<file path="src/rtl/pipe_controller.sv">
// Pipelined RISC-V control unit: D-stage decode, E/M/W control registers,
// cache-miss / load-use / flush hazard handling and saturating stall counters.

module pipe_sat_cnt #(
  parameter int W = 16
) (
  input  logic         clk,
  input  logic         reset,
  input  logic         i_inc,
  output logic [W-1:0] o_cnt
);
  logic [W-1:0] r_cnt;

  always_ff @(posedge clk or posedge reset) begin
    if (reset)                         r_cnt <= '0;
    else if (i_inc && r_cnt != '1)     r_cnt <= r_cnt + W'(1);
  end

  assign o_cnt = r_cnt;
endmodule

module pipe_controller #(
  parameter int ALUC_W     = 3,
  parameter int ENABLE_MUL = 0,
  parameter int CNT_W      = 16
) (
  input  logic              clk,
  input  logic              reset,
  input  logic              ihit,
  input  logic              dhit,
  input  logic [6:0]        opcode,
  input  logic [2:0]        funct3,
  input  logic [6:0]        funct7,
  input  logic [4:0]        rs1D,
  input  logic [4:0]        rs2D,
  input  logic [4:0]        rdD,
  input  logic              flush,
  output logic              stallF,
  output logic              stallD,
  output logic              flushD,
  output logic              illegalD,
  output logic              ALUSrcE,
  output logic              BranchE,
  output logic              JumpE,
  output logic [ALUC_W-1:0] ALUControlE,
  output logic [4:0]        rdE,
  output logic [4:0]        rdM,
  output logic [4:0]        rdW,
  output logic              MemWriteM,
  output logic              LoadM,
  output logic              ByteM,
  output logic              BranchM,
  output logic              JumpM,
  output logic              RegWriteW,
  output logic              MemtoRegW,
  output logic              ByteW,
  output logic [CNT_W-1:0]  cnt_imiss,
  output logic [CNT_W-1:0]  cnt_dmiss,
  output logic [CNT_W-1:0]  cnt_loaduse
);
  localparam logic [6:0] OP_R   = 7'b0110011;
  localparam logic [6:0] OP_I   = 7'b0010011;
  localparam logic [6:0] OP_LD  = 7'b0000011;
  localparam logic [6:0] OP_ST  = 7'b0100011;
  localparam logic [6:0] OP_BR  = 7'b1100011;
  localparam logic [6:0] OP_JAL = 7'b1101111;

  localparam logic [2:0] ALU_ADD = 3'd0;
  localparam logic [2:0] ALU_SUB = 3'd1;
  localparam logic [2:0] ALU_AND = 3'd2;
  localparam logic [2:0] ALU_OR  = 3'd3;
  localparam logic [2:0] ALU_SLT = 3'd4;
  localparam logic [2:0] ALU_MUL = 3'd5;
  localparam logic [2:0] ALU_XOR = 3'd6;

  typedef struct packed {
    logic       reg_write;
    logic       mem_write;
    logic       load;
    logic       byte_sel;
    logic       alu_src;
    logic       branch;
    logic       jump;
    logic [2:0] aluc;
    logic [4:0] rd;
  } ctrl_e_t;

  typedef struct packed {
    logic       reg_write;
    logic       mem_write;
    logic       load;
    logic       byte_sel;
    logic       branch;
    logic       jump;
    logic [4:0] rd;
  } ctrl_m_t;

  typedef struct packed {
    logic       reg_write;
    logic       mem_to_reg;
    logic       byte_sel;
    logic [4:0] rd;
  } ctrl_w_t;

  ctrl_e_t r_e;
  ctrl_m_t r_m;
  ctrl_w_t r_w;

  ctrl_e_t w_dec;
  ctrl_e_t w_bund;
  logic    w_legal;
  logic    w_dmiss;
  logic    w_loaduse;
  logic    w_e_kill;

  // ---------------- D-stage decode ----------------
  always_comb begin
    w_dec    = '0;
    w_dec.rd = rdD;
    w_legal  = 1'b1;
    case (opcode)
      OP_R: begin
        w_dec.reg_write = 1'b1;
        if (funct7 == 7'b0000000) begin
          case (funct3)
            3'b000:  w_dec.aluc = ALU_ADD;
            3'b111:  w_dec.aluc = ALU_AND;
            3'b110:  w_dec.aluc = ALU_OR;
            3'b010:  w_dec.aluc = ALU_SLT;
            3'b100:  w_dec.aluc = ALU_XOR;
            default: w_legal    = 1'b0;
          endcase
        end else if (funct7 == 7'b0100000 && funct3 == 3'b000) begin
          w_dec.aluc = ALU_SUB;
        end else if (ENABLE_MUL != 0 && funct7 == 7'b0000001 && funct3 == 3'b000) begin
          w_dec.aluc = ALU_MUL;
        end else begin
          w_legal = 1'b0;
        end
      end
      OP_I: begin
        w_dec.reg_write = 1'b1;
        w_dec.alu_src   = 1'b1;
        case (funct3)
          3'b000:  w_dec.aluc = ALU_ADD;
          3'b111:  w_dec.aluc = ALU_AND;
          3'b110:  w_dec.aluc = ALU_OR;
          3'b010:  w_dec.aluc = ALU_SLT;
          3'b100:  w_dec.aluc = ALU_XOR;
          default: w_legal    = 1'b0;
        endcase
      end
      OP_LD: begin
        w_dec.reg_write = 1'b1;
        w_dec.load      = 1'b1;
        w_dec.alu_src   = 1'b1;
        w_dec.byte_sel  = (funct3 == 3'b000);
        w_legal         = (funct3 == 3'b000) || (funct3 == 3'b010);
      end
      OP_ST: begin
        w_dec.mem_write = 1'b1;
        w_dec.alu_src   = 1'b1;
        w_dec.byte_sel  = (funct3 == 3'b000);
        w_legal         = (funct3 == 3'b000) || (funct3 == 3'b010);
      end
      OP_BR: begin
        w_dec.branch = 1'b1;
        w_dec.aluc   = ALU_SUB;
        w_legal      = (funct3 == 3'b000);
      end
      OP_JAL: begin
        w_dec.jump      = 1'b1;
        w_dec.reg_write = 1'b1;
      end
      default: w_legal = 1'b0;
    endcase
    w_bund = w_legal ? w_dec : '0;
  end

  assign illegalD = ihit & ~w_legal;

  // ---------------- hazards, highest priority first ----------------
  assign w_dmiss   = (r_m.load | r_m.mem_write) & ~dhit;
  assign w_loaduse = r_e.load & (r_e.rd != 5'd0) &
                     ((r_e.rd == rs1D) | (r_e.rd == rs2D)) & ihit;
  assign w_e_kill  = flush | w_loaduse | ~ihit;

  assign stallF = w_dmiss | (~flush & (w_loaduse | ~ihit));
  assign stallD = w_dmiss | (~flush & w_loaduse);
  assign flushD = ~w_dmiss & flush;

  // A data miss freezes E and M in place; only W drains into a bubble.
  always_ff @(posedge clk or posedge reset) begin
    if (reset) begin
      r_e <= '0;
      r_m <= '0;
      r_w <= '0;
    end else if (w_dmiss) begin
      r_w <= '0;
    end else begin
      r_e <= w_e_kill ? '0 : w_bund;
      r_m.reg_write  <= r_e.reg_write;
      r_m.mem_write  <= r_e.mem_write;
      r_m.load       <= r_e.load;
      r_m.byte_sel   <= r_e.byte_sel;
      r_m.branch     <= r_e.branch;
      r_m.jump       <= r_e.jump;
      r_m.rd         <= r_e.rd;
      r_w.reg_write  <= r_m.reg_write;
      r_w.mem_to_reg <= r_m.load;
      r_w.byte_sel   <= r_m.byte_sel;
      r_w.rd         <= r_m.rd;
    end
  end

  assign ALUSrcE     = r_e.alu_src;
  assign BranchE     = r_e.branch;
  assign JumpE       = r_e.jump;
  assign ALUControlE = ALUC_W'(r_e.aluc);
  assign rdE         = r_e.rd;
  assign rdM         = r_m.rd;
  assign MemWriteM   = r_m.mem_write;
  assign LoadM       = r_m.load;
  assign ByteM       = r_m.byte_sel;
  assign BranchM     = r_m.branch;
  assign JumpM       = r_m.jump;
  assign rdW         = r_w.rd;
  assign RegWriteW   = r_w.reg_write;
  assign MemtoRegW   = r_w.mem_to_reg;
  assign ByteW       = r_w.byte_sel;

  // ---------------- performance counters ----------------
  pipe_sat_cnt #(.W(CNT_W)) u_cnt_dmiss (
    .clk(clk), .reset(reset), .i_inc(w_dmiss), .o_cnt(cnt_dmiss)
  );
  pipe_sat_cnt #(.W(CNT_W)) u_cnt_loaduse (
    .clk(clk), .reset(reset), .i_inc(~w_dmiss & ~flush & w_loaduse), .o_cnt(cnt_loaduse)
  );
  pipe_sat_cnt #(.W(CNT_W)) u_cnt_imiss (
    .clk(clk), .reset(reset), .i_inc(~w_dmiss & ~flush & ~ihit), .o_cnt(cnt_imiss)
  );
endmodule

</file>
<file path="config.mk">
export PLATFORM = sky130hd
export DESIGN_NAME = pipe_controller
export DESIGN_NICKNAME = d
export VERILOG_FILES = /design/src/rtl/pipe_controller.sv
export SDC_FILE = /design/constraint.sdc
export NUM_CORES = 1
export LEC_CHECK = 0
export ABC_AREA = 0
export BUFFER_PORTS_ARGS = -buffer_cell sky130_fd_sc_hd__buf_4
export CAP_MARGIN = 20
export CORE_MARGIN = 10
export CORE_UTILIZATION = 41
export DETAILED_ROUTE_END_ITERATION = 10
export GPL_TIMING_DRIVEN = 0
export PLACE_DENSITY = 0.66
export SYNTH_ARGS = -nofsm -noshare
export SYNTH_HDL_FRONTEND = slang
export SYNTH_SLANG_ARGS = --single-unit
</file>
<file path="constraint.sdc">
create_clock -name clk -period 2.6 [get_ports clk]
set_input_delay 0.65 -clock clk [delete_from_list [all_inputs] [get_ports clk]]
set_output_delay 0.65 -clock clk [all_outputs]
set_load 0.05 [all_outputs]
</file>
==> results of run 1 <==
state kept, by name, indices dropped and copies added, names as in the netlist, 3 cells and up:
name / cells
u_cnt_dmiss.o_cnt: 16
u_cnt_imiss.o_cnt: 16
u_cnt_loaduse.o_cnt: 16
rdE: 5
rdM: 5
rdW: 5
r_e: 4
ALUControlE: 3
area by class of cell:
class | count | share of cell area [%]
buffer | 21 | 2.66
timing repair buffer | 134 | 19.0
sequential | 82 | 37.4
clock buffer | 9 | 2.25
multi-input combinational | 269 | 33.4
clock inverter | 5 | 1.89
tap | 129 | 2.94
inverter | 5 | 0.410
metrics by stage:
stage	utilization [%]	instances	power (mW)	hold WS (ps)	worst slack (ps)
4_1_cts	58.3	651	2.99	352	-30.7
5_1_grt	59.2	654	3.08	381	-116
3_3_place_gp	53.7	623	1.88	445	-151
6_report	59.2	654	2.97	347	1.67
3_5_place_dp	54.2	625	1.90	455	-178
2_1_floorplan	-	377	1.70	430	-9.53
logic make-up after synthesis:
logic type	count (synthesis)	share of synthesized area, %
buffers and inverters	26	4.12
adders and majority gates	3	0.952
muxes	7	1.97
AOI/OAI and AO/OA	41	8.19
and+or+nand+nor	167	21.4
DFF	82	52.0
xor gates and xnor gates	51	11.3
worst max-delay path by stage:
stage	to	depth (start not counted)
after global routing	stallF	8
after detailed placement	stallD	6
after floorplan	stallD	5
after global placement	illegalD	6
final	stallF	7
after CTS	stallF	7
per-layer routing:
| layer | global-route usage, % | wire (µm) | up-vias |
|---|---|---|---|
| met5 | 0 | 0 | - |
| met4 | 4.56 | 158 | 0 |
| met3 | 3.65 | 447 | 13 |
| met2 | 24.4 | 5320 | 72 |
| met1 | 18.0 | 4640 | 1553 |
| li1 | - | - | 1575 |
power groups by stage:
| stage | registers [mW] | clock network, mW | logic [mW] |
|---|---|---|---|
| after floorplan | 1.56 | 0 | 0.141 |
| after global placement | 1.40 | 0 | 0.471 |
| after detailed placement | 1.41 | 0 | 0.486 |
| after CTS | 1.38 | 1.11 | 0.496 |
| after global routing | 1.39 | 1.16 | 0.529 |
| final | 1.39 | 1.09 | 0.496 |
what timing repair did:
item,4_1_cts,5_1_grt
pin swaps,7,10
resized for setup,20,12
setup endpoints to repair,4,3
hold endpoints to repair,0,0
buffers inserted,12,3
cells in the mapped netlist (5+ instances only):
master    count
clkbuf_1      5
nand2b_1      7
dfrtp_1      82
nand3_1      23
nor3_1        7
nand2_1      63
a22o_1        9
nor2_1       21
o21ai_0       5
and2_1       11
inv_1         5
and3_1        8
nor4_1        5
nand4_1       9
buf_4        14
xnor2_1      41
mux2_2        5
and4_1        6
xor2_1       10
==> results by group, run 1 <==
Setup path
  • Worst Setup SP: rdE[0]
  • Cell Chain, Critical Path: or4_4 > o21ai_4 > inv_2 > nand2_4 > a21o_1 > nand2_1 > buf_6
  • Worst r2r dst: u_cnt_loaduse.o_cnt[14]
  • Worst R2R Setup Slack: 370 ps
  • Crit path largest cell delay: 550 ps
  • Req. time, crit path: 1950 ps
  • Critical Path AT: 1950 ps
  • CP max FO: 3
  • Worst setup SP type: flop
  • Reg2reg path depth: 10
  • Worst r2r src: rdE[0]
  • Delay-heaviest family, CP: simple AND/OR/NAND/NOR gates
  • Setup CP Type: reg2out
  • CP bufs+invs: 2
  • Element type at the critical path end: output port
  • Slowest cell on crit path: or4_4

Cells and area
  • Area grow syn2layout: 39.4%
  • Final instance area: 0.00550 mm²
  • N_diodes: 0
  • Nets: 562
  • Commonest non-fill, non-tap cell in the layout: buf_4
  • Fill cells: 812
  • Proportion of layout cells with a drive suffix above 1: 37.9%
  • Area taken by multi-input logic gates: 0.00184 mm²
  • FF+latch area: 0.00206 mm²
  • Most frequent cells in the layout: 143 x buf_4, 78 x dfrtp_1, 62 x nand2_1, 36 x xnor2_1

Synth
  • Warnings from Yosys: 0
  • Synth async-reset ratio: 100%
  • Largest cells by area after synthesis: dfrtp_1 52%, xnor2_1 9.1%, nand2_1 6.0%, nand3_1 2.9%, buf_4 2.7%
  • Yosys top cell area share: 52.0%
  • Post-Synthesis Cell Area: 0.00394 mm²
  • Synthesized instance count: 377
  • Synthesized flop and latch total: 82
  • Synth cell types: 49
  • Syn nets: 417
  • Part of the Yosys area used for sequential elements: 52.0%
  • Number of flops mapped to enable cells by yosys: 0
  • Syn Area/Cell: 10.5 µm²
  • Synth Flop Type: dfrtp_1
  • Yosys top cell by area: dfrtp_1

Timing
  • Slew HR: 60.8%
  • Slew @ Worst Pin: 583 ps
  • Layout Skew: 10.6 ps
  • Fmax: 385 MHz
  • Final Hold Viols: 0
  • RSZ-0062 raised after global routing: yes
  • # setup viols final: 0
  • Tcrit/Tclk final: 99.9%
  • Final Max Slew Viols: 0
  • Min Clock Period, post-route: 2600 ps
  • Setup TNS: 0 ps

Detailed routing
  • Post-Route WL: 10600 µm
  • Routed len/inst: 16.2 µm
  • Drt drc: 0
  • Initial DRC Count: 140
  • Vias: 3213
  • Final ANT Viol Nets: 0
  • Via density: 4.91
  • Iteration count of the initial detailed-routing pass: 4

Place
  • DP Area: 0.00503 mm²
  • Routability congestion estimate: 0.885
  • Port-buffer cells: 117
  • Hpwl dp: 7830 µm

Global route
  • Initial antenna violation count: 0
  • Vias in the first global route: 3269
  • Largest net degree at the start of global routing: 32
  • Gr ovfl total: 0
  • GR Util All Layers: 14.6%
  • First-pass GRT wire length: 17000 µm

Power
  • Share of power burned in registers: 46.7%
  • Net Switching: 0.835 mW
  • Cell-internal power: 2.13 mW
  • Pwr dens: 540 mW/mm²
  • Clock share of power: 36.6%
  • Maximum vdd ir drop: 0.000310 V
  • Leakage: 2.74 nW
  • Logic gate share of total power: 16.7%
  • Sw frac: 28.1%

Floorplanning
  • Ports: 118
  • Initial Util: 42.5%
  • CORE AREA: 0.00928 mm²
  • # rows: 35
  • Chip Width: 118 µm
  • Die H: 118 µm
  • Die area: 0.0139 mm²

Clock tree
  • Clock Path Buffers: 2
  • Sink Count: 82
  • Cts bufs inserted: 9
  • Clock Root Buffer: clkbuf_8
  • CTS clk-pin slew, worst paths: 80 ps
  • Clk Latency, worst-skew pair: 350 ps
  • Hold buffer count at cts: 0
  • TritonCTS clock tree: built
  • H-tree depth: 3

Status
  • Status: finished clean

Job
  • Max_cap viols: 0

Min path
  • Hold WC Path Type: in2async
Note: power is estimated with default switching activity, not from simulation.
==> run 2, diff against run 1 <==
==> constraint.sdc (replaced) <==
create_clock -name clk -period 2.6 [get_ports clk]
set_input_delay 0.65 -clock clk [delete_from_list [all_inputs] [get_ports clk]]
set_output_delay 0.65 -clock clk [all_outputs]
set_load 0.005 [all_outputs]
==> run 2 against run 1 <==
Setup slack better by 31 ps. First-iteration DRC count is 43% higher. Register-to-register slack better by 90 ps. Combinational power is 35% lower. Clock power is 17% lower. Power is 12% lower. Via count is 2.4% higher. Final cell count is 1.8% higher. Non-clock buffer count is 11 higher. Wire length is 0.51% lower. Critical path depth is 1 lower. Utilization is 0.22 points higher. Critical path type is now in2out. Highest routed layer unchanged.
==> results by group, run 2 (synthesis results as in run 1) <==
Power
  • Maximum vdd ir drop: 0.000229 V
  • Logic gate share of total power: 12.3%
  • Cell-internal power: 1.96 mW
  • Net Switching: 0.648 mW
  • Share of power burned in registers: 52.9%
  • Clock share of power: 34.9%
  • Tot Pwr: 2.61 mW
  • Leakage: 2.74 nW
  • Pwr dens: 473 mW/mm²
  • Sw frac: 24.8%

Cells and area
  • FF+latch area: 0.00206 mm²
  • Final Instance Count excl. Fillers: 666
  • Most frequent cells in the layout: 155 x buf_4, 79 x dfrtp_1, 61 x nand2_1, 40 x xnor2_1, 23 x nand3_1
  • Nets: 573
  • Area grow syn2layout: 39.9%
  • Final instance area: 0.00552 mm²
  • Final core occ: 59.4%
  • Proportion of layout cells with a drive suffix above 1: 38.5%
  • N_diodes: 0
  • Commonest non-fill, non-tap cell in the layout: buf_4
  • Area taken by multi-input logic gates: 0.00182 mm²
  • Fill cells: 821

Status
  • Status: finished clean

Global route
  • GRT met3 Usage: 3.65%
  • Initial antenna violation count: 0
  • Met1 Use GR: 18.9%
  • Gr busiest metal: met2
  • Largest net degree at the start of global routing: 32
  • Met2 Usage GRT: 23.6%
  • First-pass GRT wire length: 17200 µm
  • Vias in the first global route: 3395
  • Gr ovfl total: 0
  • GR Util All Layers: 14.8%

Clock tree
  • H-tree depth: 3
  • CTS clk-pin slew, worst paths: 80 ps
  • Hold buffer count at cts: 0
  • Clock Path Buffers: 2
  • Sink Count: 82
  • TritonCTS clock tree: built
  • Clk Latency, worst-skew pair: 340 ps
  • Clock Root Buffer: clkbuf_8
  • Cts bufs inserted: 9

Place
  • Dpl ws: -235 ps
  • Routability congestion estimate: 0.861
  • Port-buffer cells: 117
  • DP Area: 0.00503 mm²
  • Hpwl dp: 7780 µm
  • Placed Cells incl. Taps: 625

Setup path
  • Stages on worst setup path: 6
  • Worst setup SP type: primary input
  • Crit path largest cell delay: 380 ps
  • CP max FO: 3
  • Slowest cell on crit path: or3_4
  • Critical Path AT: 1920 ps
  • CP bufs+invs: 2
  • Setup CP Type: in2out
  • Cell Chain, Critical Path: buf_4 > nand4bb_4 > or2_4 > or3_4 > and3_4 > buf_6
  • Delay-heaviest family, CP: simple AND/OR/NAND/NOR gates
  • Reg2reg path depth: 8
  • Req. time, crit path: 1950 ps
  • Element type at the critical path end: output port

Floorplanning
  • Die H: 118 µm
  • Chip Width: 118 µm
  • Ports: 118
  • Die area: 0.0139 mm²
  • CORE AREA: 0.00928 mm²
  • Initial Util: 42.5%
  • # rows: 35

Detailed routing
  • Routed len/inst: 15.8 µm
  • Initial DRC Count: 200
  • Via density: 4.94
  • Vias: 3291
  • Drt drc: 0
  • Iteration count of the initial detailed-routing pass: 4
  • Post-Route WL: 10500 µm
  • Final ANT Viol Nets: 0

Min path
  • Hold WC Path Type: in2async

Timing
  • Final Hold Slack: 352 ps
  • Min Clock Period, post-route: 2570 ps
  • Fmax: 389 MHz
  • Final Hold Viols: 0
  • RSZ-0062 raised after global routing: yes
  • Slew HR: 62.8%
  • Tcrit/Tclk final: 98.7%
  • Slew @ Worst Pin: 558 ps
  • Worst Setup Slack, final: 32.5 ps
  • Final Max Slew Viols: 0
  • Layout Skew: 11.2 ps
  • # setup viols final: 0
  • Setup TNS: 0 ps

Job
  • Max_cap viols: 0
-- run 2: changes by cell type in the layout (fill, tap and decap cells not counted), sizes merged --
cell	before	now
buf	149	162
bufinv	3	1
clkinv	1	0
clkinvlp	1	4
inv	5	4
-- run 2: routing by layer --
layer / routed length [µm] / up-vias
li1: - / 1602
met1: 4710 / 1584
met2: 5110 / 89
met3: 534 / 16
met4: 157 / 0
met5: 0 / -
-- run 2: power groups by stage --
| stage | Sequential [mW] | Clock, mW | Combinational, mW |
|---|---|---|---|
| floorplan | 1.40 | 0 | 0.131 |
| global placement | 1.40 | 0 | 0.293 |
| detailed placement | 1.40 | 0 | 0.309 |
| CTS | 1.38 | 0.945 | 0.320 |
| global route | 1.39 | 0.997 | 0.357 |
| finish | 1.38 | 0.910 | 0.320 |
-- run 2: area by class of cell --
cell class                 instances  area share (%)
clock inverter                     4           0.952
inverter                           5           0.408
buffer                            21            2.65
multi-input combinational        269            32.9
sequential                        82            37.2
tap                              129            2.92
clock buffer                      11            2.56
timing repair buffer             145            20.3
-- run 2: repair_timing --
item,in CTS,in global routing
gates resized for setup,21,9
endpoints found under the setup margin,3,4
setup buffers,22,4
pin swaps,7,8
-- run 2: path summary, 6_finish.rpt --
kind / start / end / slack (ps)
min reg2reg: r_m[10] / r_m[10] / 470
max reg2reg: u_cnt_loaduse.o_cnt[0] / u_cnt_loaduse.o_cnt[4] / 460
max in group asynchronous: reset / rdE[0] / 1710
max: opcode[2] / illegalD / 30
min: reset / u_cnt_dmiss.o_cnt[8] / 350
min in group clk: r_m[10] / r_m[10] / 470
